$ cat src/rtl/retry_pkg.sv
// Shared helpers for the retry start/end stages: ID parity check, ID increment
// with parity regeneration, slot count, and the routing enum.
package retry_pkg;

    typedef enum logic {
        ROUTE_OUT   = 1'b0,
        ROUTE_RETRY = 1'b1
    } route_e;

    // The MSB of an ID is the XOR of all lower bits; ids are passed zero-extended.
    function automatic logic id_parity_ok(input logic [31:0] id, input int id_size);
        logic p;
        p = 1'b0;
        for (int i = 0; i < 31; i++) begin
            if (i < id_size - 1) begin
                p = p ^ id[i];
            end
        end
        return p == id[id_size-1];
    endfunction

    function automatic logic [31:0] id_next(input logic [31:0] id, input int id_size);
        logic [31:0] mask;
        logic [31:0] low;
        logic        p;
        mask = (32'd1 << (id_size - 1)) - 32'd1;
        low  = (id + 32'd1) & mask;
        p    = ^low;
        return low | ({31'd0, p} << (id_size - 1));
    endfunction

    function automatic int slot_count(input int id_size);
        return 1 << (id_size - 1);
    endfunction

endpackage

$ cat src/rtl/retry_out_buffer.sv
// Two-entry valid/ready FIFO; head entry is driven straight from a register.
// Accepts a push while full if the head is popped in the same cycle.
module retry_out_buffer #(
    parameter type EntryType = logic
) (
    input  logic     clk_i,
    input  logic     rst_i,
    input  EntryType push_data,
    input  logic     push_valid,
    output logic     push_ready,
    output EntryType pop_data,
    output logic     pop_valid,
    input  logic     pop_ready
);

    EntryType   slot0_reg;
    EntryType   slot1_reg;
    logic [1:0] count_reg;
    logic       push;
    logic       pop;

    assign pop_valid  = !rst_i && (count_reg != 2'd0);
    assign pop        = pop_valid && pop_ready;
    assign push_ready = !rst_i && ((count_reg != 2'd2) || pop);
    assign push       = push_valid && push_ready;
    assign pop_data   = slot0_reg;

    always_ff @(posedge clk_i) begin
        if (rst_i) begin
            count_reg <= 2'd0;
        end else begin
            case ({push, pop})
                2'b10: begin
                    if (count_reg == 2'd0) begin
                        slot0_reg <= push_data;
                    end else begin
                        slot1_reg <= push_data;
                    end
                    count_reg <= count_reg + 2'd1;
                end
                2'b01: begin
                    slot0_reg <= slot1_reg;
                    count_reg <= count_reg - 2'd1;
                end
                2'b11: begin
                    if (count_reg == 2'd1) begin
                        slot0_reg <= push_data;
                    end else begin
                        slot0_reg <= slot1_reg;
                        slot1_reg <= push_data;
                    end
                end
                default: begin
                end
            endcase
        end
    end

endmodule

$ cat src/rtl/retry_end_buffered.sv
// End stage of the retry loop: routes results to a retry channel or a 2-entry
// output buffer. Optional statistics counters with RETRY_END_STATS_EN.
module retry_end_buffered
    import retry_pkg::*;
#(
    parameter type DataType   = logic,
    parameter int  IDSize     = 2,
    parameter int  MaxRetries = 2
) (
    input  logic              clk_i,
    input  logic              rst_i,
    input  DataType           data_i,
    input  logic [IDSize-1:0] id_i,
    input  logic              needs_retry_i,
    input  logic              valid_i,
    output logic              ready_o,
    output DataType           data_o,
    output logic              error_o,
    output logic              valid_o,
    input  logic              ready_i,
    output logic [IDSize-1:0] retry_id_o,
    output logic              retry_valid_o,
    input  logic              retry_ready_i,
    output logic              parity_error_o,
    output logic              retry_limit_o
`ifdef RETRY_END_STATS_EN
    ,
    output logic [31:0]       retry_count_o,
    output logic [31:0]       error_count_o
`endif
);

    localparam int CntW = $clog2(MaxRetries + 1);

    typedef struct packed {
        DataType data;
        logic    error;
    } entry_t;

    logic              par_ok;
    route_e            route;
    logic              out_error;
    logic              hit_limit;
    logic              accept;
    logic              buf_push_valid;
    logic              buf_push_ready;
    logic              buf_pop_valid;
    entry_t            buf_push_data;
    entry_t            buf_head;
    logic [CntW-1:0]   cnt_reg;
    logic              retry_valid_reg;
    logic [IDSize-1:0] retry_id_reg;
    logic              parity_error_reg;
    logic              retry_limit_reg;

    assign par_ok = id_parity_ok(32'(id_i), IDSize);

    // Parity failure outranks the retry verdict: a corrupted ID must never be replayed.
    always_comb begin
        route     = ROUTE_OUT;
        out_error = 1'b0;
        hit_limit = 1'b0;
        if (!par_ok) begin
            out_error = 1'b1;
        end else if (needs_retry_i && (cnt_reg == CntW'(MaxRetries))) begin
            out_error = 1'b1;
            hit_limit = 1'b1;
        end else if (needs_retry_i) begin
            route = ROUTE_RETRY;
        end
    end

    assign ready_o = !rst_i && ((route == ROUTE_RETRY) ? (!retry_valid_reg || retry_ready_i)
                                                       : buf_push_ready);
    assign accept  = valid_i && ready_o;

    assign buf_push_valid      = valid_i && !rst_i && (route == ROUTE_OUT);
    assign buf_push_data.data  = data_i;
    assign buf_push_data.error = out_error;

    retry_out_buffer #(
        .EntryType(entry_t)
    ) u_out_buffer (
        .clk_i     (clk_i),
        .rst_i     (rst_i),
        .push_data (buf_push_data),
        .push_valid(buf_push_valid),
        .push_ready(buf_push_ready),
        .pop_data  (buf_head),
        .pop_valid (buf_pop_valid),
        .pop_ready (ready_i)
    );

    assign valid_o = buf_pop_valid;
    assign data_o  = buf_head.data;
    assign error_o = buf_pop_valid && buf_head.error;

    always_ff @(posedge clk_i) begin
        if (rst_i) begin
            retry_valid_reg  <= 1'b0;
            cnt_reg          <= '0;
            parity_error_reg <= 1'b0;
            retry_limit_reg  <= 1'b0;
        end else begin
            parity_error_reg <= accept && !par_ok;
            retry_limit_reg  <= accept && hit_limit;
            if (accept && (route == ROUTE_RETRY)) begin
                retry_valid_reg <= 1'b1;
                retry_id_reg    <= id_i;
                if (cnt_reg != CntW'(MaxRetries)) begin
                    cnt_reg <= cnt_reg + CntW'(1);
                end
            end else begin
                if (retry_ready_i) begin
                    retry_valid_reg <= 1'b0;
                end
                if (accept) begin
                    cnt_reg <= '0;
                end
            end
        end
    end

    assign retry_valid_o  = retry_valid_reg && !rst_i;
    assign retry_id_o     = retry_id_reg;
    assign parity_error_o = parity_error_reg && !rst_i;
    assign retry_limit_o  = retry_limit_reg && !rst_i;

`ifdef RETRY_END_STATS_EN
    logic [31:0] retry_count_reg;
    logic [31:0] error_count_reg;

    always_ff @(posedge clk_i) begin
        if (rst_i) begin
            retry_count_reg <= 32'd0;
            error_count_reg <= 32'd0;
        end else begin
            if (accept && (route == ROUTE_RETRY) && (retry_count_reg != 32'hFFFF_FFFF)) begin
                retry_count_reg <= retry_count_reg + 32'd1;
            end
            if (accept && out_error && (error_count_reg != 32'hFFFF_FFFF)) begin
                error_count_reg <= error_count_reg + 32'd1;
            end
        end
    end

    assign retry_count_o = retry_count_reg;
    assign error_count_o = error_count_reg;
`endif

endmodule

$ cat config.mk
export PLATFORM = sky130hd
export DESIGN_NAME = retry_end_buffered
export DESIGN_NICKNAME = d
export VERILOG_FILES = /design/src/rtl/retry_pkg.sv /design/src/rtl/retry_out_buffer.sv /design/src/rtl/retry_end_buffered.sv
export SDC_FILE = /design/constraint.sdc
export NUM_CORES = 1
export LEC_CHECK = 0
export ABC_AREA = 1
export BUFFER_PORTS_ARGS = -buffer_cell sky130_fd_sc_hd__buf_2
export CORE_MARGIN = 5
export CORE_UTILIZATION = 55
export DETAILED_ROUTE_END_ITERATION = 12
export PLACE_DENSITY = 0.81
export SYNTH_ARGS = -nofsm -noshare
export SYNTH_HDL_FRONTEND = slang
export SYNTH_SLANG_ARGS = --single-unit
$ cat constraint.sdc
create_clock -name clk_i -period 4 [get_ports clk_i]
set_input_delay 0.2 -clock clk_i [delete_from_list [all_inputs] [get_ports clk_i]]
set_output_delay 0.2 -clock clk_i [all_outputs]
set_load 0.005 [all_outputs]
==> results.sh <==
export IMPL_hpwl_um=1270
export IMPL_rsz0062_at_grt="no"
export IMPL_synth_distinct_cells=23
export IMPL_p_seq_share_pct=50.8
export IMPL_vdd_drop_max_uv=214
export IMPL_core_um2=1330
export IMPL_synth_cells=96
export IMPL_num_io_pins=18
export IMPL_synth_nets=114
export IMPL_cts_htree_levels=1
export IMPL_gr_total_overflow=0
export IMPL_grt_usage_pct=16.5
export IMPL_synth_seq_cells=13
export IMPL_internal_power_uw=205
export IMPL_synth_xor_area_share_pct=1.10
export IMPL_p_total_uw=288
export IMPL_hold_slack_ns=0.109
export IMPL_cts_tree="done"
export IMPL_timing_fmax_ghz=0.396
export IMPL_wl_per_cell_um=12.2
export IMPL_synthSimpleGateAreaFrac_pct=24.2
export IMPL_start_util_pct=59.8
export IMPL_cts_sinks=13
export IMPL_p_leak_uw=0.000458
export IMPL_grt_pass1_vias=659
export IMPL_combinationalPowerShare_pct=20.3
export IMPL_outcome="complete, no violations"
export IMPL_nets=135
export IMPL_drc=0
export IMPL_min_period_ns=2.53
export IMPL_critical_path_class="reg2reg"
export IMPL_relSlewSlack_pct=78.7
export IMPL_clock_power_share_pct=28.9
export IMPL_setup_viol=0
export IMPL_vias_per_cell=5.21
export IMPL_grt_max_degree=15
export IMPL_power_density_nw_per_um2=312
export IMPL_dieArea_um2=2310
export IMPL_worstSkewPairLatency_ns=0.29
export IMPL_synth_common_cells="21 x inv_1, 14 x nor2_1, 9 x ha_1, 9 x nand2_1, 7 x dfxtp_1"
export IMPL_synthAdderAreaFrac_pct=14.1
export IMPL_hp_class="in2reg"
export IMPL_post_route_period_util_pct=63.2
export IMPL_cts_setup_buffers=0
export IMPL_tns_ns=0
export IMPL_drive_gt1_share_pct=24.1
export IMPL_drt_pass1_iter_count=4
export IMPL_io_buffers=17
export IMPL_synth_edff_count=6
export IMPL_gp_congestion=0.783
export IMPL_synth_top_cell_area_share_pct=22.6
export IMPL_synth_cell_area_um2=797
export IMPL_drt_antenna_violating_nets=0
export IMPL_antenna_diode_count=0
export IMPL_startpoint_type="flop"
export IMPL_synth_area_top_cells="edfxtp_1 23%, dfxtp_1 18%, ha_1 14%, inv_1 9.9%, nor2_1 6.6%"
export IMPL_clk_pin_slew_ns=0.08
export IMPL_maxSlewViolCount=0
export IMPL_ctsHoldBuffers=0
export IMPL_p_sw_share_pct=28.7
export IMPL_p_sw_uw=82.8
export IMPL_die_x_um=48.1
export IMPL_tightest_slew_ns=0.317
export IMPL_synth_most_common_cell="inv_1"
export IMPL_cp_max_fo=4
export IMPL_ys_seq_area_share_pct=40.2
export IMPL_yosys_warnings=0
export IMPL_vias=683
export IMPL_grt_pass1_wl_um=2600
export IMPL_maxCapViolations=0
export IMPL_cts_buffers=3
export IMPL_routed_wl_um=1590
export IMPL_cp_end_kind="flop"
export IMPL_synthArstFlopShare_pct=0
export IMPL_worst_ep_arrival_time_ns=2.57
export IMPL_final_setup_skew_ns=0.00659
export IMPL_fillers=110
export IMPL_synth_compound_area_share_pct=9.58
export IMPL_dominantRegCellSynth="dfxtp_1"
export IMPL_synth_area_per_cell_um2=8.30
export IMPL_post_cts_resized=0
export IMPL_drt_iter0_markers=21
export IMPL_finalHoldViolations=0
export IMPL_syn2layout_area_growth_pct=15.9
export IMPL_synth_top_area_cell="edfxtp_1"
export IMPL_max_clock_path_buffers=2
export IMPL_synth_area_mux_share_pct=0
export IMPL_die_height_um=48.1
export IMPL_rows=13
export IMPL_antenna_found_initial=0
export IMPL_cts_root_buf="clkbuf_4"
export IMPL_cp_data_required_time_ns=4.05
export IMPL_synth_top_family_by_area="simple AND/OR/NAND/NOR gates"
[stage by stage]
| stage | instances | util [%] | instance area (µm²) | setup WS, ns |
|---|---|---|---|---|
| after floorplan | 96 | - | 797 | 1.78 |
| after global placement | 127 | 67.3 | 897 | 1.63 |
| after detailed placement | 127 | 67.3 | 897 | 1.53 |
| after CTS | 131 | 69.2 | 923 | 1.52 |
| after global routing | 131 | 69.2 | 923 | 1.32 |
| final | 131 | 69.2 | 923 | 1.47 |
[layout by cell type (no fill, tap or decap), types with 2 or more instances in the layout]
cell type and count:
inv_1 21, buf_2 17, nor2_1 14, nand2_1 9, ha_1 9, dfxtp_1 7
edfxtp_1 6, a21oi_1 5, o21ai_0 4, nand2_2 3, nand3_1 3, clkbuf_4 3
a32o_1 2, nor3_1 2
[power by group through the flow]
stage / combinational (µW) / sequential (µW) / clock [µW]
finish: 58.6 / 146 / 83.2
global route: 65.7 / 147 / 94.0
CTS: 58.2 / 146 / 83.4
detailed placement: 57.9 / 149 / 0
global placement: 55.8 / 149 / 0
floorplan: 40.5 / 149 / 0
[metal layers]
layer  share of wire (%)  up-vias  GRT usage (%)  wire, µm
li1                    -      343              -         -
met1                  41      309           19.7       647
met2                  49       26           25.9       783
met3                 7.7        5           4.89       123
met4                 2.5        0           10.2        40
met5                   0        -              0         0
[path summary, 6_finish.rpt]
path	start	end	slack, ns	cells after the start
max	u_out_buffer.count_reg[0]	u_out_buffer.pop_data[1]	1.47	14
max reg2reg	u_out_buffer.count_reg[0]	u_out_buffer.pop_data[1]	1.47	14
min reg2reg	retry_valid_reg	retry_valid_reg	0.52	2
min	data_i	u_out_buffer.slot1_reg[1]	0.11	1
[final cells by class]
| type | instances | area [µm²] | area share [%] |
|---|---|---|---|
| repair buffers | 17 | 85.1 | 9.21 |
| clock buffers | 4 | 26.3 | 2.85 |
| well taps | 15 | 18.8 | 2.03 |
| multi-input cells | 60 | 390 | 42.3 |
| inverters | 22 | 82.6 | 8.94 |
| flip-flops and latches | 13 | 320 | 34.7 |
[worst max-delay path, stage by stage (launching register included)]
cell	delay, ns
dfxtp_1	0.36
inv_1	0.08
ha_1	0.25
nor2_2	0.13
nand2_2	0.10
nand2_2	0.07
nand2_2	0.07
nand2_4	0.08
nand3_2	0.10
nor2_1	0.22
inv_1	0.12
ha_1	0.21
inv_1	0.07
o21ai_0	0.14
a32o_1	0.28
[cells by family (layout without fill, tap and decap cells)]
logic type | Yosys count | count (layout)
xor+xnor | 1 | 1
flops | 13 | 13
fa+ha+maj | 9 | 9
simple gates | 37 | 37
buf+inv | 23 | 43
compound gates | 13 | 13
(Power assumes the default switching activity.)
